==> src/rtl/vfr_pkg.sv <==
// Shared types and constants for the VFR frame scheduler: FSM states,
// interlace nibbles, snooped packet type codes and the config record.
package vfr_pkg;

  typedef enum logic [2:0] {
    ST_IDLE,
    ST_LOAD,
    ST_ISSUE,
    ST_WAIT_CTRL,
    ST_WAIT_VID
  } state_e;

  typedef enum logic {
    FIELD_F0,
    FIELD_F1
  } field_e;

  localparam logic [3:0] ILACE_PROG = 4'h3;
  localparam logic [3:0] ILACE_F0   = 4'h8;
  localparam logic [3:0] ILACE_F1   = 4'hC;

  localparam logic [3:0] PKT_CTRL  = 4'hF;
  localparam logic [3:0] PKT_VIDEO = 4'h0;

  typedef struct packed {
    logic [15:0] width;
    logic [15:0] height;
    logic        interlaced;
  } cfg_t;

  // An interlaced frame needs at least one line in each field.
  function automatic logic cfg_valid(input cfg_t c);
    return (c.width != 16'd0) && (c.height != 16'd0) &&
           (!c.interlaced || (c.height >= 16'd2));
  endfunction

endpackage

==> src/rtl/vfr_frame_scheduler_if.sv <==
// Bundle of register-slave, encoder, reader and snooped-stream signals
// around the frame scheduler.
interface vfr_frame_scheduler_if #(
  parameter int BITS_PER_SYMBOL  = 8,
  parameter int SYMBOLS_PER_BEAT = 3,
  parameter int FRAME_CNT_W      = 16
);
  logic                                        go;
  logic                                        cfg_update;
  logic [15:0]                                 cfg_width;
  logic [15:0]                                 cfg_height;
  logic                                        cfg_interlaced;
  logic                                        do_control_packet;
  logic [15:0]                                 width;
  logic [15:0]                                 height;
  logic [3:0]                                  interlaced;
  logic                                        reader_start;
  logic [31:0]                                 frame_pixels;
  logic                                        snoop_valid;
  logic                                        snoop_ready;
  logic                                        snoop_sop;
  logic                                        snoop_eop;
  logic [BITS_PER_SYMBOL*SYMBOLS_PER_BEAT-1:0] snoop_data;
  logic                                        busy;
  logic                                        cfg_error;
  logic [FRAME_CNT_W-1:0]                      frames_sent;

  modport slave (
    input  go, cfg_update, cfg_width, cfg_height, cfg_interlaced,
    input  snoop_valid, snoop_ready, snoop_sop, snoop_eop, snoop_data,
    output do_control_packet, width, height, interlaced,
    output reader_start, frame_pixels, busy, cfg_error, frames_sent
  );

  modport master (
    output go, cfg_update, cfg_width, cfg_height, cfg_interlaced,
    output snoop_valid, snoop_ready, snoop_sop, snoop_eop, snoop_data,
    input  do_control_packet, width, height, interlaced,
    input  reader_start, frame_pixels, busy, cfg_error, frames_sent
  );
endinterface

==> src/rtl/vfr_stream_snoop.sv <==
// Watches the encoder's Avalon-ST output and flags the accepted end beat
// of control and video packets; packets of any other type are ignored.
module vfr_stream_snoop
  import vfr_pkg::*;
#(
  parameter int DATA_W = 24
) (
  input  logic              clk,
  input  logic              rst_n,
  input  logic              snoop_valid,
  input  logic              snoop_ready,
  input  logic              snoop_sop,
  input  logic              snoop_eop,
  input  logic [DATA_W-1:0] snoop_data,
  output logic              ctrl_end,
  output logic              video_end
);

  logic       in_ctrl_q, in_ctrl_d;
  logic       in_vid_q, in_vid_d;
  logic       beat;
  logic       cur_ctrl, cur_vid;
  logic [3:0] ptype;
  logic       unused_hi;

  assign unused_hi = ^snoop_data[DATA_W-1:4];

  always_comb begin
    beat     = snoop_valid & snoop_ready;
    ptype    = snoop_data[3:0];
    cur_ctrl = in_ctrl_q;
    cur_vid  = in_vid_q;
    // A sop beat classifies its own packet, so a single-beat packet can end itself.
    if (beat && snoop_sop) begin
      cur_ctrl = (ptype == PKT_CTRL);
      cur_vid  = (ptype == PKT_VIDEO);
    end
    ctrl_end  = beat & snoop_eop & cur_ctrl;
    video_end = beat & snoop_eop & cur_vid;
    in_ctrl_d = cur_ctrl & ~(beat & snoop_eop);
    in_vid_d  = cur_vid & ~(beat & snoop_eop);
  end

  always_ff @(posedge clk) begin
    if (!rst_n) begin
      in_ctrl_q <= 1'b0;
      in_vid_q  <= 1'b0;
    end else begin
      in_ctrl_q <= in_ctrl_d;
      in_vid_q  <= in_vid_d;
    end
  end

endmodule

==> src/rtl/vfr_frame_scheduler.sv <==
// Per-frame sequencer for the VFR output path: latch config, pulse the
// control packet encoder, start the reader, wait for the video packet end.
module vfr_frame_scheduler
  import vfr_pkg::*;
#(
  parameter int BITS_PER_SYMBOL  = 8,
  parameter int SYMBOLS_PER_BEAT = 3,
  parameter int FRAME_CNT_W      = 16
) (
  input logic                  clk,
  input logic                  rst_n,
  vfr_frame_scheduler_if.slave bus
);

  state_e                 state_q, state_d;
  cfg_t                   pend_q, pend_d;
  cfg_t                   cfg_in;
  logic                   force_f0_q, force_f0_d;
  field_e                 field_q, field_d;
  field_e                 field_sel;
  logic                   act_il_q, act_il_d;
  logic [15:0]            width_q, width_d;
  logic [15:0]            height_q, height_d;
  logic [3:0]             ilace_q, ilace_d;
  logic [31:0]            pix_q, pix_d;
  logic                   rs_q, rs_d;
  logic [FRAME_CNT_W-1:0] fs_q, fs_d;
  logic                   err_q, err_d;
  logic [15:0]            h_out;
  logic [3:0]             nib;
  logic                   ctrl_end, video_end;

  vfr_stream_snoop #(
    .DATA_W(BITS_PER_SYMBOL * SYMBOLS_PER_BEAT)
  ) u_snoop (
    .clk         (clk),
    .rst_n       (rst_n),
    .snoop_valid (bus.snoop_valid),
    .snoop_ready (bus.snoop_ready),
    .snoop_sop   (bus.snoop_sop),
    .snoop_eop   (bus.snoop_eop),
    .snoop_data  (bus.snoop_data),
    .ctrl_end    (ctrl_end),
    .video_end   (video_end)
  );

  always_comb begin
    state_d    = state_q;
    pend_d     = pend_q;
    force_f0_d = force_f0_q;
    field_d    = field_q;
    act_il_d   = act_il_q;
    width_d    = width_q;
    height_d   = height_q;
    ilace_d    = ilace_q;
    pix_d      = pix_q;
    rs_d       = 1'b0;
    fs_d       = fs_q;
    err_d      = err_q;

    cfg_in    = '{width: bus.cfg_width, height: bus.cfg_height,
                  interlaced: bus.cfg_interlaced};
    field_sel = force_f0_q ? FIELD_F0 : field_q;

    // F0 carries the extra line of an odd-height frame: (H+1)>>1 == (H>>1) + H[0].
    if (!pend_q.interlaced) begin
      h_out = pend_q.height;
      nib   = ILACE_PROG;
    end else if (field_sel == FIELD_F0) begin
      h_out = {1'b0, pend_q.height[15:1]} + {15'd0, pend_q.height[0]};
      nib   = ILACE_F0;
    end else begin
      h_out = {1'b0, pend_q.height[15:1]};
      nib   = ILACE_F1;
    end

    case (state_q)
      ST_IDLE: begin
        if (bus.go && cfg_valid(pend_q)) state_d = ST_LOAD;
      end
      ST_LOAD: begin
        width_d    = pend_q.width;
        height_d   = h_out;
        ilace_d    = nib;
        pix_d      = {16'd0, pend_q.width} * {16'd0, h_out};
        act_il_d   = pend_q.interlaced;
        field_d    = field_sel;
        force_f0_d = 1'b0;
        state_d    = ST_ISSUE;
      end
      ST_ISSUE: state_d = ST_WAIT_CTRL;
      ST_WAIT_CTRL: begin
        if (ctrl_end) begin
          rs_d    = 1'b1;
          state_d = ST_WAIT_VID;
        end
      end
      ST_WAIT_VID: begin
        if (video_end) begin
          fs_d = fs_q + 1'b1;
          if (act_il_q) field_d = (field_q == FIELD_F0) ? FIELD_F1 : FIELD_F0;
          state_d = bus.go ? ST_LOAD : ST_IDLE;
        end
      end
      default: state_d = ST_IDLE;
    endcase

    // Applied after the FSM so an update during LOAD re-arms the F0 restart.
    if (bus.cfg_update) begin
      pend_d = cfg_in;
      err_d  = !cfg_valid(cfg_in);
      if (cfg_in.interlaced != pend_q.interlaced) force_f0_d = 1'b1;
    end
  end

  always_ff @(posedge clk) begin
    if (!rst_n) begin
      state_q    <= ST_IDLE;
      pend_q     <= '0;
      force_f0_q <= 1'b0;
      field_q    <= FIELD_F0;
      act_il_q   <= 1'b0;
      width_q    <= '0;
      height_q   <= '0;
      ilace_q    <= '0;
      pix_q      <= '0;
      rs_q       <= 1'b0;
      fs_q       <= '0;
      err_q      <= 1'b1;
    end else begin
      state_q    <= state_d;
      pend_q     <= pend_d;
      force_f0_q <= force_f0_d;
      field_q    <= field_d;
      act_il_q   <= act_il_d;
      width_q    <= width_d;
      height_q   <= height_d;
      ilace_q    <= ilace_d;
      pix_q      <= pix_d;
      rs_q       <= rs_d;
      fs_q       <= fs_d;
      err_q      <= err_d;
    end
  end

  assign bus.do_control_packet = (state_q == ST_ISSUE);
  assign bus.busy              = (state_q != ST_IDLE);
  assign bus.width             = width_q;
  assign bus.height            = height_q;
  assign bus.interlaced        = ilace_q;
  assign bus.frame_pixels      = pix_q;
  assign bus.reader_start      = rs_q;
  assign bus.frames_sent       = fs_q;
  assign bus.cfg_error         = err_q;

endmodule

==> src/flat_wrapper.sv <==
// flat-port wrapper written by rule: the top's interface ports become plain ports
module vfr_frame_scheduler_flat import vfr_pkg::*;
#(
  parameter int BITS_PER_SYMBOL  = 8,
  parameter int SYMBOLS_PER_BEAT = 3,
  parameter int FRAME_CNT_W      = 16
)
  (clk, rst_n, bus_go, bus_cfg_update, bus_cfg_width, bus_cfg_height, bus_cfg_interlaced, bus_snoop_valid, bus_snoop_ready, bus_snoop_sop, bus_snoop_eop, bus_snoop_data, bus_do_control_packet, bus_width, bus_height, bus_interlaced, bus_reader_start, bus_frame_pixels, bus_busy, bus_cfg_error, bus_frames_sent);
  vfr_frame_scheduler_if #(.BITS_PER_SYMBOL(BITS_PER_SYMBOL), .SYMBOLS_PER_BEAT(SYMBOLS_PER_BEAT), .FRAME_CNT_W(FRAME_CNT_W)) bus_i ();
  input logic clk;
  input logic rst_n;
  input wire logic [$bits(bus_i.go)-1:0] bus_go;
  input wire logic [$bits(bus_i.cfg_update)-1:0] bus_cfg_update;
  input wire logic [$bits(bus_i.cfg_width)-1:0] bus_cfg_width;
  input wire logic [$bits(bus_i.cfg_height)-1:0] bus_cfg_height;
  input wire logic [$bits(bus_i.cfg_interlaced)-1:0] bus_cfg_interlaced;
  input wire logic [$bits(bus_i.snoop_valid)-1:0] bus_snoop_valid;
  input wire logic [$bits(bus_i.snoop_ready)-1:0] bus_snoop_ready;
  input wire logic [$bits(bus_i.snoop_sop)-1:0] bus_snoop_sop;
  input wire logic [$bits(bus_i.snoop_eop)-1:0] bus_snoop_eop;
  input wire logic [$bits(bus_i.snoop_data)-1:0] bus_snoop_data;
  output wire logic [$bits(bus_i.do_control_packet)-1:0] bus_do_control_packet;
  output wire logic [$bits(bus_i.width)-1:0] bus_width;
  output wire logic [$bits(bus_i.height)-1:0] bus_height;
  output wire logic [$bits(bus_i.interlaced)-1:0] bus_interlaced;
  output wire logic [$bits(bus_i.reader_start)-1:0] bus_reader_start;
  output wire logic [$bits(bus_i.frame_pixels)-1:0] bus_frame_pixels;
  output wire logic [$bits(bus_i.busy)-1:0] bus_busy;
  output wire logic [$bits(bus_i.cfg_error)-1:0] bus_cfg_error;
  output wire logic [$bits(bus_i.frames_sent)-1:0] bus_frames_sent;
  assign bus_i.go = bus_go;
  assign bus_i.cfg_update = bus_cfg_update;
  assign bus_i.cfg_width = bus_cfg_width;
  assign bus_i.cfg_height = bus_cfg_height;
  assign bus_i.cfg_interlaced = bus_cfg_interlaced;
  assign bus_i.snoop_valid = bus_snoop_valid;
  assign bus_i.snoop_ready = bus_snoop_ready;
  assign bus_i.snoop_sop = bus_snoop_sop;
  assign bus_i.snoop_eop = bus_snoop_eop;
  assign bus_i.snoop_data = bus_snoop_data;
  assign bus_do_control_packet = bus_i.do_control_packet;
  assign bus_width = bus_i.width;
  assign bus_height = bus_i.height;
  assign bus_interlaced = bus_i.interlaced;
  assign bus_reader_start = bus_i.reader_start;
  assign bus_frame_pixels = bus_i.frame_pixels;
  assign bus_busy = bus_i.busy;
  assign bus_cfg_error = bus_i.cfg_error;
  assign bus_frames_sent = bus_i.frames_sent;
  vfr_frame_scheduler #(.BITS_PER_SYMBOL(BITS_PER_SYMBOL), .SYMBOLS_PER_BEAT(SYMBOLS_PER_BEAT), .FRAME_CNT_W(FRAME_CNT_W)) u_core (.clk(clk), .rst_n(rst_n), .bus(bus_i));
endmodule
==> config.mk <==
export PLATFORM = sky130hd
export DESIGN_NAME = vfr_frame_scheduler_flat
export DESIGN_NICKNAME = d
export VERILOG_FILES = /design/src/rtl/vfr_pkg.sv /design/src/rtl/vfr_frame_scheduler_if.sv /design/src/rtl/vfr_stream_snoop.sv /design/src/rtl/vfr_frame_scheduler.sv /design/src/flat_wrapper.sv
export SDC_FILE = /design/constraint.sdc
export NUM_CORES = 1
export LEC_CHECK = 0
export ABC_AREA = 1
export CAP_MARGIN = 20
export CORE_ASPECT_RATIO = 1.25
export CORE_MARGIN = 2
export CORE_UTILIZATION = 40
export CTS_CLUSTER_DIAMETER = 80
export DETAILED_ROUTE_END_ITERATION = 12
export GPL_TIMING_DRIVEN = 0
export PLACE_DENSITY = 0.69
export RECOVER_POWER = 25
export SLEW_MARGIN = 30
export SYNTH_ARGS = -nofsm -noshare
export SYNTH_HDL_FRONTEND = slang
export SYNTH_SLANG_ARGS = --single-unit
==> constraint.sdc <==
create_clock -name clk -period 11.04 [get_ports clk]
set_clock_uncertainty 0.2 [all_clocks]
set_input_delay 2.208 -clock clk [delete_from_list [all_inputs] [get_ports clk]]
set_output_delay 2.208 -clock clk [all_outputs]
set_load 0.1 [all_outputs]
# After elaboration in Yosys (flattened, before gate mapping)
# Index checks and enable logic that the tools add are counted.
# totals
elab_cells	81
mem_bits_ro	0
mem_bits_rw	0
mem_count	0
input_bits	65
register_bits	127
latchBits	0
# classes
n_reduce_logical	23
addsub	2
n_eq_ne	10
n_lt_le_gt_ge	2
bitwise_logic	7
n_mul	1
shifts	0
div_mod_pow	0
mux	20
# op_table
operator	n
$reduce_bool A16 Y1	4
$ge A16 B2 Y1 const B	2
$mul A16 B16 Y32	1
$mux W16	2
$add A15 B1 Y16	1
$add A16 B1 Y16 const B	1
$pmux W3 S5	1
$mux W3	4
$mux W1	11
$and A1 B1 Y1	6
$eq A3 B2 Y1 const B	2
$logic_and A1 B1 Y1	6
$ne A2 B1 Y1 const B	3
$reduce_and A3 Y1	2
$eq A4 B4 Y1 const B	1
$logic_not A4 Y1	1
$mux W4	1
$reduce_and A2 Y1	2
$eq A3 B1 Y1 const B	1
$eq A3 B3 Y1 const B	1
$logic_not A1 Y1	3
$logic_not A3 Y1	1
$reduce_bool A3 Y1	1
$logic_or A1 B1 Y1	2
other kinds (5)	5

# Logic depth before layout (Yosys ltp)
# Gate-level depths: netlist of the first run.
# logic_depth
word_depth	6
mapped_depth	37
ltp_nobuf	36

# By module
# A second synthesis of the first run with hierarchy kept.
# unflattened
hier_cells	2005
hier_area_um2	14560.2
# by_module_without_submodules
mod	seq_area_each_um2	instances	area_each_um2	cells_each
vfr_frame_scheduler	2462.4	1	14427.6	1981
vfr_stream_snoop	40.0	1	132.6	24

# Worst setup path after synthesis of the first run
# Ideal clock, no wire load.
# synth_timing
kind	reg-to-reg
from	reg u_core.pend_q[2] in the netlist's numbering
to	reg u_core.pix_q[28] (netlist: u_core.bus.frame_pixels[28])
slack_ns	4.915
period_less_slack_ns	6.125
n_path_buf	1
setup_time_ns	0.109
required_ns	10.731
stages_incl_launch_ff	35
arrival_time_ns	5.816
path_cell_list	dfxtp_1 > ha_1 > ha_1 > inv_1 > nor2_1 > nand2_2 > nor2_2 > xor2_1 > nand2_1 > o21ai_2 > inv_2 > buf_6 > nand2_1 > fa_1 > inv_1 > fa_1 > inv_1 > fa_1 > inv_1 > fa_1 > fa_1 > inv_1 > fa_1 > inv_1 > ha_1 > nand2_1 > nor2_1 > inv_1 > nor2_1 > and2_1 > nand2_1 > nand3_1 > nand3_1 > nand2_1 > inv_1
# synth_between
elab_chain_len	4
# synth_lines
item	line_no	text
start: declaration	vfr_frame_scheduler.sv:16	cfg_t pend_q, pend_d;
start signal: assignment	vfr_frame_scheduler.sv:132	pend_q <= pend_d;
$add A15 B1 Y16	vfr_frame_scheduler.sv:70	h_out = {1'b0, pend_q.height[15:1]} + {15'd0, pend_q.height[0]};
$mux W16	vfr_frame_scheduler.sv:69	end else if (field_sel == FIELD_F0) begin
$mux W16 (*)	vfr_frame_scheduler.sv:66	if (!pend_q.interlaced) begin
$mul A16 B16 Y32 (*)	vfr_frame_scheduler.sv:85	pix_d = {16'd0, pend_q.width} * {16'd0, h_out};
end signal: assignment	vfr_frame_scheduler.sv:139	pix_q <= pix_d;
end: declaration	vfr_frame_scheduler.sv:25	logic [31:0] pix_q, pix_d;
# Every way passes the cells marked *; elsewhere a longest branch is shown, timed or not.
# A chain may end at the register's enable or synchronous reset.

# Final worst setup path of the first run
# layout_timing
from	reg u_core.pend_q[1] in the netlist's numbering
to	reg u_core.pix_q[30] (netlist: u_core.bus.frame_pixels[30])
# The elaborated chain is that of the path after synthesis.

==> key figures, run 1 <==
Outcome
  • Status: completed

Layout
  • Share of layout cells above drive strength 1: 3.76%
  • Design Area, Final: 17,300 µm²
  • Antenna Cells: 0
  • Final nets: 2,565
  • P&R area growth vs syn: 17.5%
  • Most frequent cells in the layout: nand2_1 (453), inv_1 (445), nor2_1 (202), fa_1 (194), clkdlybuf4s50_1 (129)
  • Most frequent standard cell in the layout excluding fill and tap cells: nand2_1

CTS
  • CTS Buf Count: 17
  • Skew-Pair Late Insertion Delay: 0.43 ns
  • Root buf cell: clkbuf_16
  • CTS sink count: 125
  • H-tree levels: 4
  • TritonCTS clock tree: yes
  • Post-CTS sizing: 0
  • CTS Hold Bufs: 0
  • CTS Buffer Depth: 2
  • Worst-path clk slew: 0.07 ns
  • Post-CTS Setup Bufs: 0

Logic synthesis
  • Seq/Total Area, Yosys: 17.0%
  • Cells taking the most area after synthesis: fa_1 (26%), dfxtp_1 (17%), nand2_1 (12%), inv_1 (11%), ha_1 (9.2%)
  • Yosys top cell by area: fa_1
  • Yosys Warn Count: 0
  • Post-synthesis instance area: 14,800 µm²
  • Synth Flop Type: dfxtp_1
  • Adder-Cell Fraction of Synth Area: 35.6%
  • Largest family of logic cells by synthesized area: adder cells
  • Async SR Flop Fraction: 0%
  • Post-synthesis xor/xnor area fraction: 1.72%
  • Syn Area/Cell: 7.21 µm²
  • #FFs+latches synth: 125
  • Post-synthesis mux area share: 0%
  • Count of cell types in the netlist: 37
  • Post-synth top area share: 26.3%
  • Post-Syn Nets: 2,414
  • Simple logic cell fraction of the synthesized area: 22.6%
  • Compound-Gate Fraction of Synth Area: 9.05%
  • Gate Count Post-Synth: 2,046
  • Number of synthesized flops with an enable pin: 0

Floorplan
  • Row cnt: 78
  • Die height: 219 µm
  • Core ar.: 36,300 µm²
  • IO Pins: 153
  • Die Wd: 176 µm
  • Starting density of the core: 40.6%
  • Die area: 38,400 µm²

Global route
  • Global-route wire length before repair: 78,900 µm
  • Initial antenna violation count: 1
  • Vias in the first global route: 14,200
  • Largest net degree at the start of global routing: 17
  • Total GRT Usage: 26.8%
  • GR Overflow Total: 0

Worst setup path
  • Setup crit end: u_core.bus.frame_pixels[30]
  • WS Path Type: reg2reg
  • FF-to-FF Start: u_core.pend_q[1]
  • Worst setup SP type: flip-flop
  • Arrival time at the worst endpoint: 7.53 ns
  • Slowest cell delay on critical path: 0.57 ns
  • Critical Path Stages: 32
  • Worst Path Max Fanout: 10
  • Buffers and inverters on the worst path: 8
  • Flop-to-flop setup slack: 3.63 ns
  • Worst R2R End: u_core.bus.frame_pixels[30]
  • Top delay family on crit path: adder cells
  • Req. time, crit path: 11.16 ns
  • Worst setup path start: u_core.pend_q[1]
  • R2R cell count: 32
  • Crit end category: flip-flop
  • Worst-path cell with the longest stage delay: fa_1

Worst hold path
  • Worst hold path class: reg2reg
  • Hold Startpoint: u_core.bus.interlaced[2]

STA
  • Final number of max-transition violations: 0
  • Unrepaired setup endpoints after global routing: false
  • Final setup vio count: 0
  • Final Hold Viols: 0
  • Crit path time final: 7.41 ns
  • Worst slew pin tran: 1.04 ns
  • Setup TNS: 0 ns
  • Setup ws final: 3.63 ns
  • Relative slew slack: 30.5%
  • Final period util: 67.1%
  • Max Fclk: 135 MHz

Route
  • Starting DRT DRC Count: 1,213
  • Routed wire length: 50,200 µm
  • Pre-Repair DR Iteration Count: 6
  • Vias/cell: 5.18
  • Antenna-violating nets left: 0
  • Routed WL per cell: 18.7 µm
  • Vias: 13,900
  • Remaining DRCs: 0

Placed design
  • RD Place Congestion: 0.970
  • Detailed Place HPWL: 40,600 µm
  • DP Area: 16,700 µm²
  • IO Port Bufs: 132
  • DP Worst Slack: 3.70 ns

Job
  • Total of max-cap violations: 0

Power and ir drop
  • Pwr Total: 3910 µW
  • P per Cell Area: 226 nW/µm²
  • VDD IR-drop max: 0.000269 V
  • Leak: 0.00866 µW
[power breakdown]
| part | internal (µW) | switching, µW |
|---|---|---|
| Clock | 407 | 239 |
| Sequential | 569 | 79.7 |
| Combinational | 707 | 1910 |
| Total | 1680 | 2230 |
[worst reg2reg max path: cells and delay by family, from the launching register on]
kind	cells	cell delay (ns)
AND/OR/NAND/NOR	14	1.81
flip-flops	1	0.37
buffers and inverters	8	0.71
adder cells (fa/ha/maj)	9	4.04
AO/OA/AOI/OAI	1	0.16
[logic make-up after synthesis]
group           after synthesis
xor+xnor                     29
buf+inv                     531
fa+ha+maj                   303
simple gates                815
compound gates              243
flops                       125
[layer usage]
layer	track usage (%)	wire length (µm)	share of wire, %	up-vias
li1	-	-	-	6505
met3	4.31	3560	7.1	144
met5	0	13	0.026	-
met1	34.2	20400	41	6687
met4	11.0	2350	4.7	2
met2	45.0	23900	48	593
[registers in the layout, indices dropped and copies added (netlist names)]
name                      count
u_core.bus.frame_pixels      32
u_core.u_snoop.in_vid_q       1
u_core.bus.frames_sent       16
u_core.field_q                1
u_core.pend_q                33
u_core.bus.cfg_error          1
u_core.force_f0_q             1
u_core.bus.reader_start       1
u_core.state_q                3
u_core.bus.height            16
u_core.u_snoop.in_ctrl_q      1
u_core.bus.interlaced         3
u_core.bus.width             16
[worst min path at each step]
stage	endpoint	slack (ns)	depth (start not counted)
after detailed placement	u_core.force_f0_q	0.26	2
after floorplan	u_core.force_f0_q	0.24	2
after global placement	u_core.force_f0_q	0.25	2
after CTS	u_core.force_f0_q	0.27	2
after global routing	u_core.bus.interlaced[2]	0.29	2
final	u_core.bus.interlaced[2]	0.27	2
[cells in the mapped netlist, types with 5 or more instances]
master    count
nand2_1     453
inv_1       444
nor2_1      202
fa_1        194
dfxtp_1     125
ha_1        109
a21oi_1     106
nand3_1      96
o21ai_0      90
clkbuf_1     40
buf_2        26
xor2_1       23
nand4_1      19
nor3_1       19
o21bai_1     19
o21a_1       15
nor4_1        9
clkinv_1      7
o211ai_1      6
xnor2_1       6
buf_4         5
[stage by stage]
stage | hold slack, ns | utilization, % | cells
global route | 0.291 | 47.7 | 2690
global placement | 0.248 | 45.9 | 2658
finish | 0.271 | 47.7 | 2690
detailed placement | 0.261 | 45.9 | 2658
CTS | 0.272 | 47.7 | 2690
floorplan | 0.241 | - | 2046
[cell type report]
cell class / count / area (µm²)
Buffer: 76 / 365
Clock buffer: 18 / 429
Clock inverter: 14 / 231
Fill cell: 3654 / 19000
Inverter: 455 / 1710
Multi-Input combinational cell: 1390 / 10200
Sequential cell: 125 / 2500
Tap cell: 480 / 601
Timing Repair Buffer: 132 / 1320
No activity file was read; power rests on OpenSTA's default activity.
==> run 2, diff against run 1 <==
Settings changed: PLACE_DENSITY 0.69 to 0.71.
Clock period 11.04 ns to 6.6 ns, I/O delays scaled along.
==> run 2 against run 1 <==
  * The run now ends with setup timing left
  * Maximum frequency grew 12%
  * Non-clock buffer count grew 70
  * Combinational power grew 110%
  * Largest cell class unchanged
==> key figures, run 2 (synthesis results as in run 1) <==
Outcome
  • Status: finished, violations left
  • Violated checks: setup timing

CTS
  • CTS Buffer Depth: 2 (unchanged)
  • H-tree levels: 4 (unchanged)
  • CTS Buf Count: 17 (unchanged)
  • Skew-Pair Late Insertion Delay: 0.43 ns (about the same)
  • Worst-path clk slew: 0.07 ns (about the same)
  • CTS Hold Bufs: 0 (unchanged)
  • TritonCTS clock tree: yes
  • Root buf cell: clkbuf_16
  • CTS sink count: 125 (unchanged)

Global route
  • Largest net degree at the start of global routing: 17 (unchanged)
  • Global-route wire length before repair: 80,900 µm (+2.6%)
  • Vias in the first global route: 14,600 (+2.8%)
  • Total GRT Usage: 27.3% (+0.56 points)
  • GR Overflow Total: 0 (unchanged)
  • Initial antenna violation count: 0 (-1)

STA
  • Relative slew slack: 16.3% (-14 points)
  • Crit path time final: 6.61 ns (-0.806 ns)
  • Unrepaired setup endpoints after global routing: true
  • Max Fclk: 151 MHz (+12%)
  • Final number of max-transition violations: 0 (unchanged)
  • Setup ws final: -0.00723 ns (-3.63 ns)
  • Worst slew pin tran: 1.26 ns (+0.222 ns)
  • Final period util: 100% (+33 points)
  • Final setup vio count: 1 (+1)
  • Final Hold Viols: 0 (unchanged)

Worst hold path
  • Worst hold path class: reg2reg

Worst setup path
  • Crit end category: flip-flop
  • Critical Path Most Common Cell: fa_1
  • Req. time, crit path: 6.72 ns (-4.44 ns)
  • Slowest cell delay on critical path: 0.56 ns (about the same)
  • Buffers and inverters on the worst path: 7 (-1)
  • Worst Path Max Fanout: 10 (unchanged)
  • Worst setup SP type: flip-flop
  • WS Path Type: reg2reg
  • Top delay family on crit path: adder cells
  • Arrival time at the worst endpoint: 6.72 ns (-0.81 ns)
  • Worst-path cell with the longest stage delay: fa_1

Floorplan
  • Die height: 219 µm (unchanged)
  • Die area: 38,400 µm² (unchanged)
  • Starting density of the core: 40.6% (unchanged)
  • Die Wd: 176 µm (unchanged)
  • IO Pins: 153 (unchanged)
  • Row cnt: 78 (unchanged)
  • Core ar.: 36,300 µm² (unchanged)

Route
  • Routed wire length: 53,300 µm (+6.2%)
  • Remaining DRCs: 0 (unchanged)
  • Pre-Repair DR Iteration Count: 6 (unchanged)
  • Vias: 14,700 (+5.5%)
  • Routed WL per cell: 19.3 µm (+3.5%)
  • Antenna-violating nets left: 0 (unchanged)
  • Starting DRT DRC Count: 1,316 (+8.5%)
  • Vias/cell: 5.33 (+2.8%)

Layout
  • Most frequent standard cell in the layout excluding fill and tap cells: inv_1
  • P&R area growth vs syn: 28.9%
  • Design Area, Final: 19,000 µm² (+9.7%)
  • Antenna Cells: 0 (unchanged)
  • Reg with most FFs: u_core.pend_q
  • Max reg flops: 33 (unchanged)
  • Most frequent cells in the layout: inv_1 (401), nand2_1 (377), fa_1 (183), nor2_1 (179), clkdlybuf4s50_1 (127)
  • Final nets: 2,635 (+2.7%)
  • Filler Cell Count: 3,417 (-6.5%)
  • Share of layout cells above drive strength 1: 16.8% (+13 points)

Power and ir drop
  • P per Cell Area: 395 nW/µm² (+75%)
  • Leak: 0.00928 µW (+7.2%)
  • Pwr Total: 7520 µW (+92%)
  • VDD IR-drop max: 0.000471 V (+75%)

Job
  • Total of max-cap violations: 0 (unchanged)

Placed design
  • Detailed Place HPWL: 40,700 µm (+0.16%)
  • IO Port Bufs: 132 (unchanged)
  • RD Place Congestion: 0.971 (+0.10%)
  • DP Area: 16,700 µm² (about the same)
[run 2: cell types whose count changed in the layout (fill, tap and decap cells not counted), sizes merged]
cell,change
buf,+69
clkinv,+8
inv,-8
bufinv,-4
clkinvlp,+4
clkdlybuf4s50,-2
bufbuf,+1
clkbuf,+1
[run 2: metal layers]
layer,track usage [%],vias to the layer above,routed length [µm]
li1,-,6646,-
met1,34.4,7078,20500
met2,45.3,779,25300
met3,4.56,192,4510
met4,13.6,0,3040
met5,0,-,0
[run 2: repair_timing]
item | CTS | global route
setup buffers | 33 | 35
gates cloned | 2 | 0
gates resized for setup | 96 | 246
pin swaps | 26 | 129
endpoints found under the setup margin | 22 | 21
endpoints found under the hold margin | 0 | 0
[run 2: cell type report]
class | instances | area [µm²] | share of cell area [%]
plain buffers | 76 | 433 | 2.28
repair buffers | 202 | 1950 | 10.2
multi-input cells | 1390 | 11200 | 59.1
inverters | 455 | 1740 | 9.15
flip-flops and latches | 125 | 2520 | 13.2
well taps | 480 | 601 | 3.16
clock buffers | 17 | 425 | 2.24
clock inverters | 14 | 123 | 0.645
[run 2: worst paths after layout]
kind	startpoint	to	slack [ns]	cells after the start
max	u_core.pend_q[2]	u_core.bus.frame_pixels[31]	-0.007	30
max reg2reg	u_core.pend_q[2]	u_core.bus.frame_pixels[31]	-0.007	30
min reg2reg	u_core.force_f0_q	u_core.force_f0_q	0.27	2
min	u_core.force_f0_q	u_core.force_f0_q	0.27	2
[run 2: per-stage QoR]
step	std cells	hold slack, ns	worst slack (ns)	util (%)	setup TNS, ns
6_report	2759	0.265	-0.00723	52.4	-0.00723
5_1_grt	2759	0.289	-0.218	52.4	-2.59
4_1_cts	2724	0.273	0.00119	49.3	0
3_5_place_dp	2658	0.260	-0.821	45.9	-10.62
3_3_place_gp	2658	0.256	-0.796	45.9	-9.93
2_1_floorplan	2046	0.241	0.475	-	0
[run 2: report_power, final]
group / leakage [µW] / total (µW) / switching (µW) / internal, µW
Combinational: 0.00798 / 5520 / 3780 / 1740
Clock: 0.000269 / 903 / 388 / 515
Sequential: 0.00103 / 1090 / 139 / 953
Total: 0.00928 / 7520 / 4310 / 3210
[run 2: worst reg2reg max path: cells and delay by family (launching register included)]
family / cells / cell delay, ns
and+or+nand+nor: 14 / 1.48
DFF: 1 / 0.36
buffers and inverters: 7 / 0.66
adders and majority gates: 8 / 3.61
xor gates and xnor gates: 1 / 0.20
